===== config.mk =====
export PLATFORM = sky130hd
export DESIGN_NAME = sram_access_arbiter
export DESIGN_NICKNAME = d
export VERILOG_FILES = /design/src/rtl/sram_access_arbiter.sv
export SDC_FILE = /design/constraint.sdc
export NUM_CORES = 1
export LEC_CHECK = 0
export BUFFER_PORTS_ARGS = -buffer_cell sky130_fd_sc_hd__buf_2
export CELL_PAD_IN_SITES_DETAIL_PLACEMENT = 1
export CELL_PAD_IN_SITES_GLOBAL_PLACEMENT = 2
export CORE_MARGIN = 2
export CORE_UTILIZATION = 28
export DETAILED_ROUTE_END_ITERATION = 10
export MAX_ROUTING_LAYER = met4
export PLACE_DENSITY_LB_ADDON = 0.1
export SYNTH_ARGS = -nofsm -noshare
export SYNTH_HDL_FRONTEND = slang
export SYNTH_SLANG_ARGS = --single-unit

===== constraint.sdc =====
create_clock -name clk -period 3.2 [get_ports clk]
set_clock_uncertainty 0.05 [all_clocks]
set_input_delay 0.16 -clock clk [delete_from_list [all_inputs] [get_ports clk]]
set_output_delay 0.16 -clock clk [all_outputs]
set_load 0.01 [all_outputs]

===== src/rtl/sram_access_arbiter.sv =====
// Two-port round-robin arbiter and strobe sequencer for a byte-wide asynchronous SRAM.
// A granted transaction runs IDLE -> SETUP -> ACCESS -> RECOVER -> IDLE, with all
// outputs registered. A single down-counter times each non-idle state.
module sram_access_arbiter #(
  parameter int unsigned SETUP_CYC   = 1,
  parameter int unsigned ACCESS_CYC  = 2,
  parameter int unsigned RECOVER_CYC = 1
) (
  input  logic        clk,
  input  logic        reset_n,
  input  logic        req0,
  input  logic        we0,
  input  logic [20:0] addr0,
  input  logic [7:0]  wdata0,
  output logic        ack0,
  output logic [7:0]  rdata0,
  input  logic        req1,
  input  logic        we1,
  input  logic [20:0] addr1,
  input  logic [7:0]  wdata1,
  output logic        ack1,
  output logic [7:0]  rdata1,
  output logic [20:0] sram_a,
  output logic [7:0]  sram_dq_w,
  input  logic [7:0]  sram_dq_r,
  output logic        sram_nce,
  output logic        sram_noe,
  output logic        sram_nwe,
  output logic        busy
);

  localparam int unsigned MaxSa  = (SETUP_CYC > ACCESS_CYC) ? SETUP_CYC : ACCESS_CYC;
  localparam int unsigned MaxCyc = (MaxSa > RECOVER_CYC) ? MaxSa : RECOVER_CYC;
  // Counter holds (cycles - 1), so it only needs to reach MaxCyc - 1.
  localparam int unsigned CntW   = (MaxCyc > 1) ? $clog2(MaxCyc) : 1;

  localparam logic [CntW-1:0] SetupLoad   = CntW'(SETUP_CYC - 1);
  localparam logic [CntW-1:0] AccessLoad  = CntW'(ACCESS_CYC - 1);
  localparam logic [CntW-1:0] RecoverLoad = CntW'(RECOVER_CYC - 1);

  typedef enum logic [1:0] {StIdle, StSetup, StAccess, StRecover} state_e;

  state_e          r_state, w_state;
  logic [CntW-1:0] r_cnt, w_cnt;
  logic            r_we, w_we;
  logic            r_gnt, w_gnt;
  logic            r_last, w_last;
  logic [20:0]     r_sram_a, w_sram_a;
  logic [7:0]      r_dq_w, w_dq_w;
  logic            r_nce, w_nce;
  logic            r_noe, w_noe;
  logic            r_nwe, w_nwe;
  logic            r_ack0, w_ack0;
  logic            r_ack1, w_ack1;
  logic [7:0]      r_rdata0, w_rdata0;
  logic [7:0]      r_rdata1, w_rdata1;
  logic            r_busy, w_busy;
  logic            w_pick;

  // State, counter and every output register; reset drops strobes immediately.
  always_ff @(posedge clk or negedge reset_n) begin
    if (!reset_n) begin
      r_state  <= StIdle;
      r_cnt    <= '0;
      r_we     <= 1'b0;
      r_gnt    <= 1'b0;
      r_last   <= 1'b1;
      r_sram_a <= '0;
      r_dq_w   <= '0;
      r_nce    <= 1'b1;
      r_noe    <= 1'b1;
      r_nwe    <= 1'b1;
      r_ack0   <= 1'b0;
      r_ack1   <= 1'b0;
      r_rdata0 <= '0;
      r_rdata1 <= '0;
      r_busy   <= 1'b0;
    end else begin
      r_state  <= w_state;
      r_cnt    <= w_cnt;
      r_we     <= w_we;
      r_gnt    <= w_gnt;
      r_last   <= w_last;
      r_sram_a <= w_sram_a;
      r_dq_w   <= w_dq_w;
      r_nce    <= w_nce;
      r_noe    <= w_noe;
      r_nwe    <= w_nwe;
      r_ack0   <= w_ack0;
      r_ack1   <= w_ack1;
      r_rdata0 <= w_rdata0;
      r_rdata1 <= w_rdata1;
      r_busy   <= w_busy;
    end
  end

  // Next state and next registered outputs; strobe values are those for the coming cycle.
  always_comb begin
    w_state  = r_state;
    w_cnt    = r_cnt;
    w_we     = r_we;
    w_gnt    = r_gnt;
    w_last   = r_last;
    w_sram_a = r_sram_a;
    w_dq_w   = r_dq_w;
    w_nce    = 1'b1;
    w_noe    = 1'b1;
    w_nwe    = 1'b1;
    w_ack0   = 1'b0;
    w_ack1   = 1'b0;
    w_rdata0 = r_rdata0;
    w_rdata1 = r_rdata1;
    // On a tie the port that was not served last wins.
    w_pick   = (req0 && req1) ? ~r_last : req1;

    unique case (r_state)
      StIdle: begin
        if (req0 || req1) begin
          w_gnt    = w_pick;
          w_last   = w_pick;
          w_we     = w_pick ? we1 : we0;
          w_sram_a = w_pick ? addr1 : addr0;
          w_dq_w   = w_pick ? wdata1 : wdata0;
          w_cnt    = SetupLoad;
          w_state  = StSetup;
          w_nce    = 1'b0;
        end
      end
      StSetup: begin
        w_nce = 1'b0;
        if (r_cnt == '0) begin
          w_state = StAccess;
          w_cnt   = AccessLoad;
          w_noe   = r_we;
          w_nwe   = ~r_we;
        end else begin
          w_cnt = r_cnt - 1'b1;
        end
      end
      StAccess: begin
        if (r_cnt == '0) begin
          w_state = StRecover;
          w_cnt   = RecoverLoad;
          w_ack0  = ~r_gnt;
          w_ack1  = r_gnt;
          if (!r_we) begin
            if (r_gnt) w_rdata1 = sram_dq_r;
            else       w_rdata0 = sram_dq_r;
          end
        end else begin
          w_cnt = r_cnt - 1'b1;
          w_nce = 1'b0;
          w_noe = r_we;
          w_nwe = ~r_we;
        end
      end
      StRecover: begin
        if (r_cnt == '0) w_state = StIdle;
        else             w_cnt   = r_cnt - 1'b1;
      end
      default: w_state = StIdle;
    endcase

    w_busy = (w_state != StIdle);
  end

  assign ack0      = r_ack0;
  assign ack1      = r_ack1;
  assign rdata0    = r_rdata0;
  assign rdata1    = r_rdata1;
  assign sram_a    = r_sram_a;
  assign sram_dq_w = r_dq_w;
  assign sram_nce  = r_nce;
  assign sram_noe  = r_noe;
  assign sram_nwe  = r_nwe;
  assign busy      = r_busy;

endmodule

Word-level counts from Yosys, hierarchy flattened
Index checks and enable logic that the tools add are counted.

Bitwise operators: 4. Equal/unequal tests: 4. Reductions and logical operators: 8. Muxes and demuxes: 26. Add/subtract/negate cells: 1.

Operators with widths (count): $mux W21 (1); $mux W1 (15); $mux W2 (4); $mux W8 (1); $pmux W2 S4 (1); $reduce_and A4 Y1 (2); $pmux W1 S3 (2); $eq A2 B2 Y1 const B (2); $not A1 Y1 (4); $pmux W1 S2 (2); $eq A2 B1 Y1 const B (1); $logic_not A2 Y1 (1); $ne A2 B2 Y1 const B (1); $reduce_and A2 Y1 (1); $reduce_bool A2 Y1 (1); $reduce_or A2 Y1 (1); $logic_and A1 B1 Y1 (1); $logic_or A1 B1 Y1 (1); $sub A1 B1 Y1 const B (1).

Input port bits: 72. Logic and storage cells: 58. Register bits after elaboration: 57. Output and inout bits: 51.

Logic depth before layout (Yosys ltp)
Gate-level depths: netlist of run 1.

Word-level depth: 4. Depth in mapped cells: 6. Mapped depth without buffers: 5.

Worst setup path before layout of run 1
Ideal clock, no wire load.

Kind: flip-flop to flip-flop. Start: register r_state[0]. End: register r_rdata0[0] (netlist: rdata0[0]). Arrival: 1555 ps. Setup time: 125 ps. Required time: 3025 ps. Cell stages (with the launch flop): 7. Clock period less this slack: 1730 ps. Path slack: 1470 ps. Cell sequence: dfrtp_1 -> inv_1 -> ha_1 -> nand2b_4 -> buf_6 -> nor3_4 -> mux2_2.

Word-level cells in the longest chain between the ends: 2.

RTL lines: start, declared (RTL line 43) `state_e r_state, w_state;`; start signal, assigned (RTL line 63) `r_state <= StIdle;`; start signal, assigned (RTL line 79) `r_state <= w_state;`; $eq A2 B2 Y1 (RTL line 116) `unique case (r_state)`; $reduce_and A4 Y1 (no source line); end signal, assigned (RTL line 91) `r_rdata0 <= w_rdata0;`; end, declared (RTL line 55) `logic [7:0] r_rdata0, w_rdata0;`.

No other way between the ends. A chain may end at the register's enable or synchronous reset.

Worst setup path in the final report of run 1
Start: register r_state[0]. End: register r_rdata1[3] (netlist: rdata1[3]).

Word-level cells in the longest chain between the ends: 2.

RTL lines: $eq A2 B2 Y1 (RTL line 116); $reduce_and A4 Y1 (no source line); end signal, assigned (RTL line 92) `r_rdata1 <= w_rdata1;`; end, declared (RTL line 56) `logic [7:0] r_rdata1, w_rdata1;`.

No other way between the ends.

==> results of run 1 <==
## how the worst max path moves through the flow
stage                from        end  cells after the start
2_1_floorplan  r_state[0]  rdata0[0]                      6
3_3_place_gp   r_state[0]  rdata1[6]                      5
3_5_place_dp   r_state[0]  rdata1[3]                      5
4_1_cts        r_state[0]  rdata1[3]                      5
5_1_grt        r_state[1]  sram_a[9]                      6
6_report       r_state[0]  rdata1[3]                      5
## flip-flops by register name, summed over array words and instances, names as in the netlist
name	flops
r_cnt	1
r_gnt	1
ack1	1
sram_noe	1
busy	1
sram_a	21
r_state	2
r_last	1
sram_nce	1
sram_dq_w	8
rdata0	8
r_we	1
rdata1	8
sram_nwe	1
ack0	1
## synth_stat cells (all sizes together) (2+ instances only)
cell	instances	share of area, %
inv	3	0.44
buf	5	1.5
dfrtp	53	52
ha	5	2.5
a21oi	61	12
nand2	33	4.9
o21a	2	0.59
dfstp	4	4.2
nor2	36	5.3
nor3	3	1.5
mux2	16	7.1
o21ai	6	1.2
clkbuf	9	1.3
## metal layers
metal	share of wire, %	vias to the layer above	GRT usage [%]	wire (microns)
li1	-	1172	-	-
met1	45	1159	21.9	3630
met2	48	87	28.2	3840
met3	6.0	8	5.11	478
met4	0.93	0	4.85	75
met5	0	-	-	0
## stage by stage
step	util [%]	setup slack, ns	cells	hold WS [ns]
after floorplan	-	1.47	251	-0.186
after global placement	37.0	1.38	471	0.316
after detailed placement	37.0	1.31	471	0.314
after CTS	43.6	1.29	523	0.00130
after global routing	43.6	1.11	523	0.00935
final	43.6	1.30	523	0.0266
## logic make-up after synthesis
kind of cell	after synthesis
AO/OA/AOI/OAI	76
adder cells (fa/ha/maj)	5
buffers and inverters	17
multiplexers	17
AND/OR/NAND/NOR	79
flip-flops	57
## where the power goes
group	switching [uW]	internal [uW]
clock	315	438
sequential	199	1080
combinational	839	648
## area by class of cell
| type | instances | area share (%) |
|---|---|---|
| clock buffer | 9 | 3.24 |
| tap | 108 | 3.54 |
| clock inverter | 7 | 2.49 |
| inverter | 3 | 0.295 |
| timing repair buffer | 162 | 26.2 |
| multi-input combinational | 177 | 26.8 |
| sequential | 57 | 37.4 |
## repair_timing
action / CTS / global route
endpoints found under the hold margin: 76 / 0
hold buffers: 36 / 0
buffers inserted: 0 / 0
## worst max-delay path, stage by stage, from the launching register on
cell	delay (ns)
dfrtp_1	0.41
inv_1	0.15
ha_1	0.29
nand2b_4	0.12
nor3_4	0.37
mux2_2	0.39
==> summary.md, run 1 <==
| Metric | Value |
|---|---|
| Reg-to-reg setup timing slack | 1.30 ns |
| Status | completed |
| Layout fillers | 1,054 |
| CP arrival | 2.07 ns |
| CTS tree | done |
| Slew headroom | 37.4% |
| Die Ht | 99.1 microns |
| Total CTS buffers | 9 |
| Reg-to-reg critical path endpoint | rdata1[3] |
| Area Growth Syn to Fin | 51.0% |
| Io pins | 123 |
| Post-layout nets | 487 |
| Most frequent cells in the layout | buf_2, a21oi_1, dfrtp_1 |
| Post-CTS Resized | 0 |
| H-tree lvl count | 3 |
| Core ar. | 8760 sq um |
| Worst-Skew Late Latency | 0.34 ns |
| Die width | 99.1 microns |
| WP data required | 3.37 ns |
| Worst Min Path Start | sram_dq_r[2] |
| Worst Setup End Kind | flip-flop |
| Slew Limit Fails | 0 |
| Compound-Gate Fraction of Synth Area | 16.1% |
| Dpl cell area | 3240 sq um |
| Starting density of the core | 28.9% |
| Register area | 1430 sq um |
| Remaining routing DRC violations | 0 |
| Vias in the first global route | 2,564 |
| First-pass GRT wire length | 13.2 mm |
| Post-synth EDFFs | 0 |
| Fraction of layout cells with a size suffix above 1 | 41.7% |
| Synthesized instance count | 251 |
| Seq/Total Area, Yosys | 56.5% |
| Crit path max fanout | 8 |
| MaxCap Viol Count | 0 |
| Drt wl/cell | 15.3 microns |
| Final Hold Viols | 0 |
| Clock slew at reported path FFs | 0.07 ns |
| Leak pwr | 0.00188 uW |
| Synth Flop Type | dfrtp_1 |
| Initial antenna violation count | 0 |
| HPWL Detailed | 5.36 mm |
| Finished Cell Area | 3820 sq um |
| DR pass1 iterations | 4 |
| Post-Synth XOR/XNOR Area | 0% |
| Routed vias | 2,426 |
| Worst Tran Pin Value | 0.938 ns |
| CP startpoint kind | flip-flop |
| Die area | 9820 sq um |
| GP Congestion | 0.754 |
| Adder-cell share of the synthesized area | 2.47% |
| Netlist cell types | 30 |
| Number of diodes | 0 |
| Period minus WS final | 1.90 ns |
| Syn nets | 328 |
| Fmax | 0.525 GHz |
| VDD IR max | 0.304 mV |
| Tcrit/Tclk final | 59.5% |
| Row cnt | 34 |
| Final WL | 8.03 mm |
| Mapped Area | 2530 sq um |
| Commonest non-fill, non-tap cell in the layout | buf_2 |
| Synth warn | 0 |
| Clock Sinks | 57 |
| Reg2Reg Depth | 5 |
| Largest net degree at the start of global routing | 42 |
| Reg2reg start | r_state[0] |
| Setup violations, final | 0 |
| Clock Tree Buf Depth | 2 |
| #FFs+latches synth | 57 |
| Port Buffer Count | 122 |
| Synth async-reset ratio | 100% |
| Via density | 4.64 |
| Tot GR Track Use | 17.6% |
| Post-synthesis mux area share | 7.51% |
| Syn avg cell area | 10.1 sq um |
| First DRT Iteration DRCs | 59 |
| Multi-input logic area | 1020 sq um |
| Hold Path Class | in -> reg |
| Pwr dens | 922 nW/um^2 |
| Final Power | 3520 uW |
| Unrepaired setup endpoints after global routing | no |
| Clock Tree Root | clkbuf_8 |
| Simple-gate share of the synthesized area | 14.1% |
| Largest family of logic cells by synthesized area | compound AO/OA/AOI/OAI gates |
| Critical path type | reg -> reg |
| Worst hold stages | 2 |
| GRT overflow | 0 |
| Final ANT Viol Nets | 0 |
| Final setup TNS | 0 ns |
| Worst Hold Path EP | rdata0[2] |
No activity file was read; power rests on OpenSTA's default activity.
==> run 2, diff against run 1 <==
--- a/config.mk
+++ b/config.mk
@@ -9,7 +9,7 @@
 export CELL_PAD_IN_SITES_DETAIL_PLACEMENT = 1
 export CELL_PAD_IN_SITES_GLOBAL_PLACEMENT = 2
 export CORE_MARGIN = 2
-export CORE_UTILIZATION = 28
+export CORE_UTILIZATION = 24
 export DETAILED_ROUTE_END_ITERATION = 10
 export MAX_ROUTING_LAYER = met4
 export PLACE_DENSITY_LB_ADDON = 0.1
==> constraint.sdc (replaced) <==
create_clock -name clk -period 1.7 [get_ports clk]
set_clock_uncertainty 0.05 [all_clocks]
set_input_delay 0.085 -clock clk [delete_from_list [all_inputs] [get_ports clk]]
set_output_delay 0.085 -clock clk [all_outputs]
set_load 0.01 [all_outputs]
==> run 2 against run 1 <==
Against the previous run: setup slack got worse by 1.2 ns; maximum frequency rose by 18%; worst hold slack worse by 0.021 ns; sequential cell count unchanged; cell count increased by 11%; die area up 16%.
==> summary.md, run 2 (synthesis gave the netlist of run 1 again) <==
| Metric | Value |
|---|---|
| Setup violations, final | 0 (unchanged) |
| HPWL Detailed | 5.49 mm (+2.3%) |
| CP arrival | 1.82 ns (-0.25 ns) |
| GRT overflow | 0 (unchanged) |
| Commonest non-fill, non-tap cell in the layout | buf_2 |
| First DRT Iteration DRCs | 76 (+29%) |
| Tcrit/Tclk final | 94.9% (+35 points) |
| Fraction of layout cells with a size suffix above 1 | 40.9% (-0.75 points) |
| WP data required | 1.90 ns (-1.47 ns) |
| Vias in the first global route | 2,742 (+6.9%) |
| Remaining routing DRC violations | 0 (unchanged) |
| CP startpoint kind | flip-flop |
| Core ar. | 10,300 sq um (+17%) |
| Internal power | 4250 uW (+96%) |
| Status | completed |
| Hold_ws | 0.00581 ns (-0.0208 ns) |
| Worst setup margin | 0.0862 ns (-1.21 ns) |
| Pwr dens | 1620 nW/um^2 (+75%) |
| Max reg flops | 21 (unchanged) |
| Routed vias | 2,567 (+5.8%) |
| Critical path type | reg -> reg |
| Crit path max fanout | 15 (+7) |
| Final setup TNS | 0 ns (unchanged) |
| Final ANT Viol Nets | 0 (unchanged) |
| Fmax | 0.620 GHz (+18%) |
| CTS tree | done |
| First-pass GRT wire length | 13.6 mm (+3.6%) |
| Leak pwr | 0.00203 uW (+8.1%) |
| Die width | 107 microns (+7.7%) |
| Slew headroom | 38.6% (+1.2 points) |
| GP Congestion | 0.732 (-3.0%) |
| MaxCap Viol Count | 0 (unchanged) |
| Worst Tran Pin Value | 0.915 ns (-0.0233 ns) |
| Clock Sinks | 57 (unchanged) |
| Final Hold Viols | 0 (unchanged) |
| P_sw | 2580 uW (+91%) |
| Tot GR Track Use | 15.8% (-1.8 points) |
| Post-layout nets | 519 (+6.6%) |
| Die area | 11,400 sq um (+16%) |
| Worst Setup End Kind | flip-flop |
| Final Power | 6830 uW (+94%) |
| Port Buffer Count | 122 (unchanged) |
| Sw Share | 37.8% (-0.58 points) |
| Final WL | 8.66 mm (+7.8%) |
| Starting density of the core | 24.6% (-4.3 points) |
| Drt wl/cell | 14.8 microns (-3.3%) |
| Clock Tree Buf Depth | 2 (unchanged) |
| Io pins | 123 (unchanged) |
| H-tree lvl count | 3 (unchanged) |
| Most frequent cells in the layout | buf_2, a21oi_1, dlygate4sd3_1 |
| Sequential power share | 35.2% (-1.2 points) |
| Total CTS buffers | 9 (unchanged) |
| Initial antenna violation count | 0 (unchanged) |
| Layout fillers | 1,206 (+14%) |
| Row cnt | 37 (+8.8%) |
| Largest net degree at the start of global routing | 38 (-9.5%) |
| Period minus WS final | 1.61 ns (-0.290 ns) |
| Number of diodes | 0 (unchanged) |
| Die Ht | 107 microns (+7.7%) |
| Area Growth Syn to Fin | 66.9% |
| Slew Limit Fails | 0 (unchanged) |
| DR pass1 iterations | 4 (unchanged) |
| Hold Path Class | in -> reg |
| Worst-Skew Late Latency | 0.33 ns (about the same) |
| Cell Count, Final, Fillers Out | 583 (+11%) |
| VDD IR max | 0.586 mV (+93%) |
| Inst Count DP | 506 (+7.4%) |
| Clock Tree Root | clkbuf_8 |
| Clock slew at reported path FFs | 0.07 ns (about the same) |
| Unrepaired setup endpoints after global routing | no |
| Via density | 4.40 (-5.1%) |
| Combinational power share | 44.5% (+2.3 points) |
| Clock power share | 20.4% (-1.0 points) |
| Place WS | 0.0413 ns (-1.26 ns) |
==> run 2: per-stage QoR <==
step                cell area (sq um)  utilization, %
floorplan                        2540               -
global placement                 3400            33.1
detailed placement               3400            33.1
CTS                              4210            41.0
global route                     4230            41.1
finish                           4230            41.1
==> run 2: critical path, stage by stage, from the launching register on <==
cell and delay (ns):
dfstp_2 0.41, a21boi_2 0.74, a21oi_1 0.17, a21oi_1 0.17
==> run 2: metal layers <==
metal	GRT usage [%]	share of wire, %
met1	20.0	47
met5	-	0
met2	25.2	47
met3	3.28	5.6
met4	5.84	0.97
==> run 2: cell type report <==
cell class | instances | area, sq um | share of cell area, %
sequential | 57 | 1430 | 33.9
clock inverter | 6 | 82.6 | 1.95
inverter | 3 | 11.3 | 0.267
tap | 136 | 170 | 4.03
clock buffer | 10 | 128 | 3.02
timing repair buffer | 193 | 1340 | 31.8
multi-input combinational | 178 | 1060 | 25.1
==> run 2: timing repair <==
| action | in CTS | in global routing |
|---|---|---|
| hold buffers | 60 | 0 |
| gates resized for setup | 0 | 1 |
| buffers inserted | 0 | 0 |
| endpoints found under the hold margin | 67 | 0 |
| setup endpoints to repair | 0 | 22 |
==> run 2: worst paths after layout <==
check / startpoint / end / slack [ns] / depth (start not counted)
setup / recovery: r_last / sram_a[8] / 0.09 / 3
hold / removal: we1 / r_we / 0.006 / 3
setup reg to reg: r_last / sram_a[8] / 0.09 / 3
hold reg to reg: rdata1[2] / rdata1[2] / 0.45 / 1
max in group asynchronous: reset_n / r_last / 0.75 / 3
min in group asynchronous: reset_n / rdata1[3] / 0.20 / 2
==> run 2: power by group through the flow <==
stage / logic [uW] / registers [uW] / clock network, uW
global route: 3380 / 2510 / 1500
detailed placement: 2960 / 2420 / 0
finish: 3040 / 2400 / 1390
global placement: 2920 / 2410 / 0
CTS: 3070 / 2400 / 1440
floorplan: 1440 / 2680 / 0
==> run 3, diff against run 2 <==
--- a/config.mk
+++ b/config.mk
@@ -5,11 +5,12 @@
 export SDC_FILE = /design/constraint.sdc
 export NUM_CORES = 1
 export LEC_CHECK = 0
+export ABC_AREA = 1
 export BUFFER_PORTS_ARGS = -buffer_cell sky130_fd_sc_hd__buf_2
 export CELL_PAD_IN_SITES_DETAIL_PLACEMENT = 1
 export CELL_PAD_IN_SITES_GLOBAL_PLACEMENT = 2
 export CORE_MARGIN = 2
-export CORE_UTILIZATION = 24
+export CORE_UTILIZATION = 23
 export DETAILED_ROUTE_END_ITERATION = 10
 export MAX_ROUTING_LAYER = met4
 export PLACE_DENSITY_LB_ADDON = 0.1
==> run 3 against run 2 <==
Against the previous run: area after synthesis grew 12%; cell count grew 14%; utilization shrank 4.7 points; critical path type unchanged.
==> summary.md, run 3 <==
| Metric | Value |
|---|---|
| Worst Tran Pin Value | 0.371 ns (-0.544 ns) |
| Largest family of logic cells by synthesized area | simple AND/OR/NAND/NOR gates |
| Vias in the first global route | 2,934 (+7.0%) |
| H-tree lvl count | 3 (unchanged) |
| Leading area contributor after synthesis | dfrtp_1 |
| Commonest cells post-synth | nand2_1, dfrtp_1, inv_1 |
| Post-synthesis mux area share | 0% (-7.5 points) |
| Tcrit/Tclk final | 92.0% (-3.0 points) |
| Adder-cell share of the synthesized area | 2.21% (-0.27 points) |
| Clock Tree Root | clkbuf_16 |
| Dpl cell area | 3650 sq um (+7.3%) |
| Die width | 115 microns (+7.8%) |
| Synth async-reset ratio | 100% (unchanged) |
| Slew Limit Fails | 0 (unchanged) |
| Netlist cell types | 20 (-33%) |
| Register area | 1430 sq um (unchanged) |
| Slew headroom | 75.2% (+37 points) |
| Area share of the largest cell type after synthesis | 46.8% (-5.6 points) |
| First-pass GRT wire length | 14.5 mm (+6.2%) |
| Most frequent cell after synthesis | nand2_1 |
| Status | completed |
| Finished Cell Area | 4370 sq um (+3.5%) |
| Fmax | 0.640 GHz (+3.2%) |
| Compound-Gate Fraction of Synth Area | 16.6% (+0.47 points) |
| Synthesized instance count | 346 (+38%) |
| Synth Flop Type | dfrtp_1 |
| Synth top area cells | dfrtp_1, nand2_1, o21ai_1, inv_1, o21ai_2 |
| MaxCap Viol Count | 0 (unchanged) |
| Via density | 4.24 (-3.8%) |
| Period minus WS final | 1.56 ns (-0.0506 ns) |
| Area Growth Syn to Fin | 54.2% |
| Tot GR Track Use | 14.4% (-1.5 points) |
| Seq/Total Area, Yosys | 50.5% (-6.1 points) |
| Die area | 13,200 sq um (+16%) |
| Mapped Area | 2840 sq um (+12%) |
| Hold_ws | 0.00408 ns (-0.00173 ns) |
| Worst-Skew Late Latency | 0.32 ns (about the same) |
| Final WL | 8.92 mm (+3.0%) |
| Simple-gate share of the synthesized area | 20.8% (+6.7 points) |
| Final setup TNS | 0 ns (unchanged) |
| Fraction of layout cells with a size suffix above 1 | 36.4% (-4.6 points) |
| Worst Setup End Kind | flip-flop |
| Starting density of the core | 23.6% (-1.0 points) |
| Largest net degree at the start of global routing | 35 (-7.9%) |
| Synth warn | 0 (unchanged) |
| CP startpoint kind | flip-flop |
| DR pass1 iterations | 4 (unchanged) |
| Clock Tree Buf Depth | 2 (unchanged) |
| CP arrival | 1.72 ns (-0.10 ns) |
| Routed vias | 2,805 (+9.3%) |
| Clock slew at reported path FFs | 0.06 ns (about the same) |
| Setup violations, final | 0 (unchanged) |
| Remaining routing DRC violations | 0 (unchanged) |
| Die Ht | 115 microns (+7.8%) |
| Total CTS buffers | 9 (unchanged) |
| Leak pwr | 0.00227 uW (+12%) |
| Max reg flops | 21 (unchanged) |
| #FFs+latches synth | 57 (unchanged) |
| Multi-input logic area | 1160 sq um (+9.9%) |
| Commonest non-fill, non-tap cell in the layout | buf_2 |
| Unrepaired setup endpoints after global routing | no |
| Port Buffer Count | 122 (unchanged) |
| VDD IR max | 0.518 mV (-12%) |
| Final ANT Viol Nets | 0 (unchanged) |
| Pwr dens | 1760 nW/um^2 (+8.8%) |
| Row cnt | 40 (+8.1%) |
| Post-layout nets | 586 (+13%) |
| Core Util, Final | 36.4% (-4.7 points) |
| Most frequent cells in the layout | buf_2, nand2_1, dfrtp_1 |
| Core ar. | 12,000 sq um (+17%) |
| CTS tree | done |
| Drt wl/cell | 13.5 microns (-9.3%) |
| Critical path type | reg -> reg |
| Initial antenna violation count | 0 (unchanged) |
| Post-synth EDFFs | 0 (unchanged) |
| Crit path max fanout | 8 (-7) |
| Clock Sinks | 57 (unchanged) |
| Post-Synth XOR/XNOR Area | 0% (unchanged) |
| WP data required | 1.85 ns (-0.05 ns) |
| Hold Path Class | in -> reg |
| Final Hold Viols | 0 (unchanged) |
| Layout fillers | 1,470 (+22%) |
| HPWL Detailed | 6.38 mm (+16%) |
| Syn nets | 423 (+29%) |
| GP Congestion | 0.751 (+2.6%) |
| First DRT Iteration DRCs | 74 (-2.6%) |
| GRT overflow | 0 (unchanged) |
| Io pins | 123 (unchanged) |
| Syn avg cell area | 8.20 sq um (-19%) |
## run 3: cell count changes after synthesis, sizes merged, moves of 3 or more
cell / previous run / this run
nand3: 1 / 6
mux2: 16 / 0
buf: 5 / 14
o21ai: 6 / 82
clkbuf: 9 / 3
nor3: 3 / 0
nand2: 33 / 91
a21oi: 61 / 0
inv: 3 / 48
## run 3: what timing repair did
| action | CTS | global route |
|---|---|---|
| buffers inserted | 0 | 1 |
| gates cloned | 0 | 2 |
| resized for setup | 1 | 6 |
| hold endpoints to repair | 89 | 0 |
| pin swaps | 0 | 3 |
| hold buffers | 33 | 0 |
| setup endpoints to repair | 2 | 46 |
## run 3: kinds of logic (layout without fill, tap and decap cells)
kind of cell,after synthesis,in the layout
AND/OR/NAND/NOR,137,139
AO/OA/AOI/OAI,82,82
buffers and inverters,65,231
flip-flops,57,57
adder cells (fa/ha/maj),5,5
other,0,1
## run 3: final cells by class
type,instances,area share [%]
clock buffer,11,5.78
tap,147,4.21
inverter,48,4.12
clock inverter,5,1.77
timing repair buffer,167,24.7
antenna,1,0.0572
sequential,57,32.7
multi-input combinational,226,26.6
## run 3: path summary, 6_finish.rpt
path,start,endpoint,slack [ns],depth (start not counted)
worst max-delay path,r_state[0],rdata1[3],0.14,8
worst min-delay path,sram_dq_r[0],rdata0[0],0.004,3
worst max register to register,r_state[0],rdata1[3],0.14,8
worst min register to register,rdata0[7],rdata0[7],0.43,2
max in group asynchronous,reset_n,r_last,0.89,3
min in group asynchronous,reset_n,ack1,0.14,2
## run 3: power by group
part	switching, uW	internal (uW)
registers	377	2070
clock network	631	1360
logic	1900	1360
total	2900	4790
## run 3: per-layer routing
layer	wire length, microns	vias to the layer above	GRT usage, %	share of wire [%]
met3	418	8	2.74	4.7
met5	0	-	-	0
met2	4200	78	23.1	47
met4	121	0	5.30	1.4
met1	4180	1301	18.1	47
li1	-	1418	-	-
## run 3: critical path, stage by stage, from the launching register on
cell,delay (ns)
dfrtp_1,0.42
inv_2,0.12
ha_2,0.22
inv_2,0.06
nor2_4,0.12
buf_12,0.14
nand3_4,0.13
nand2_1,0.12
o21ai_2,0.06
## run 3: metrics by stage
stage	total power, uW	setup WS (ns)	instances
after detailed placement	5600	0.0547	609
after floorplan	4320	0.246	346
after global placement	5540	0.132	609
after global routing	8350	0.0310	661
after CTS	7710	0.0166	658
final	7690	0.137	662
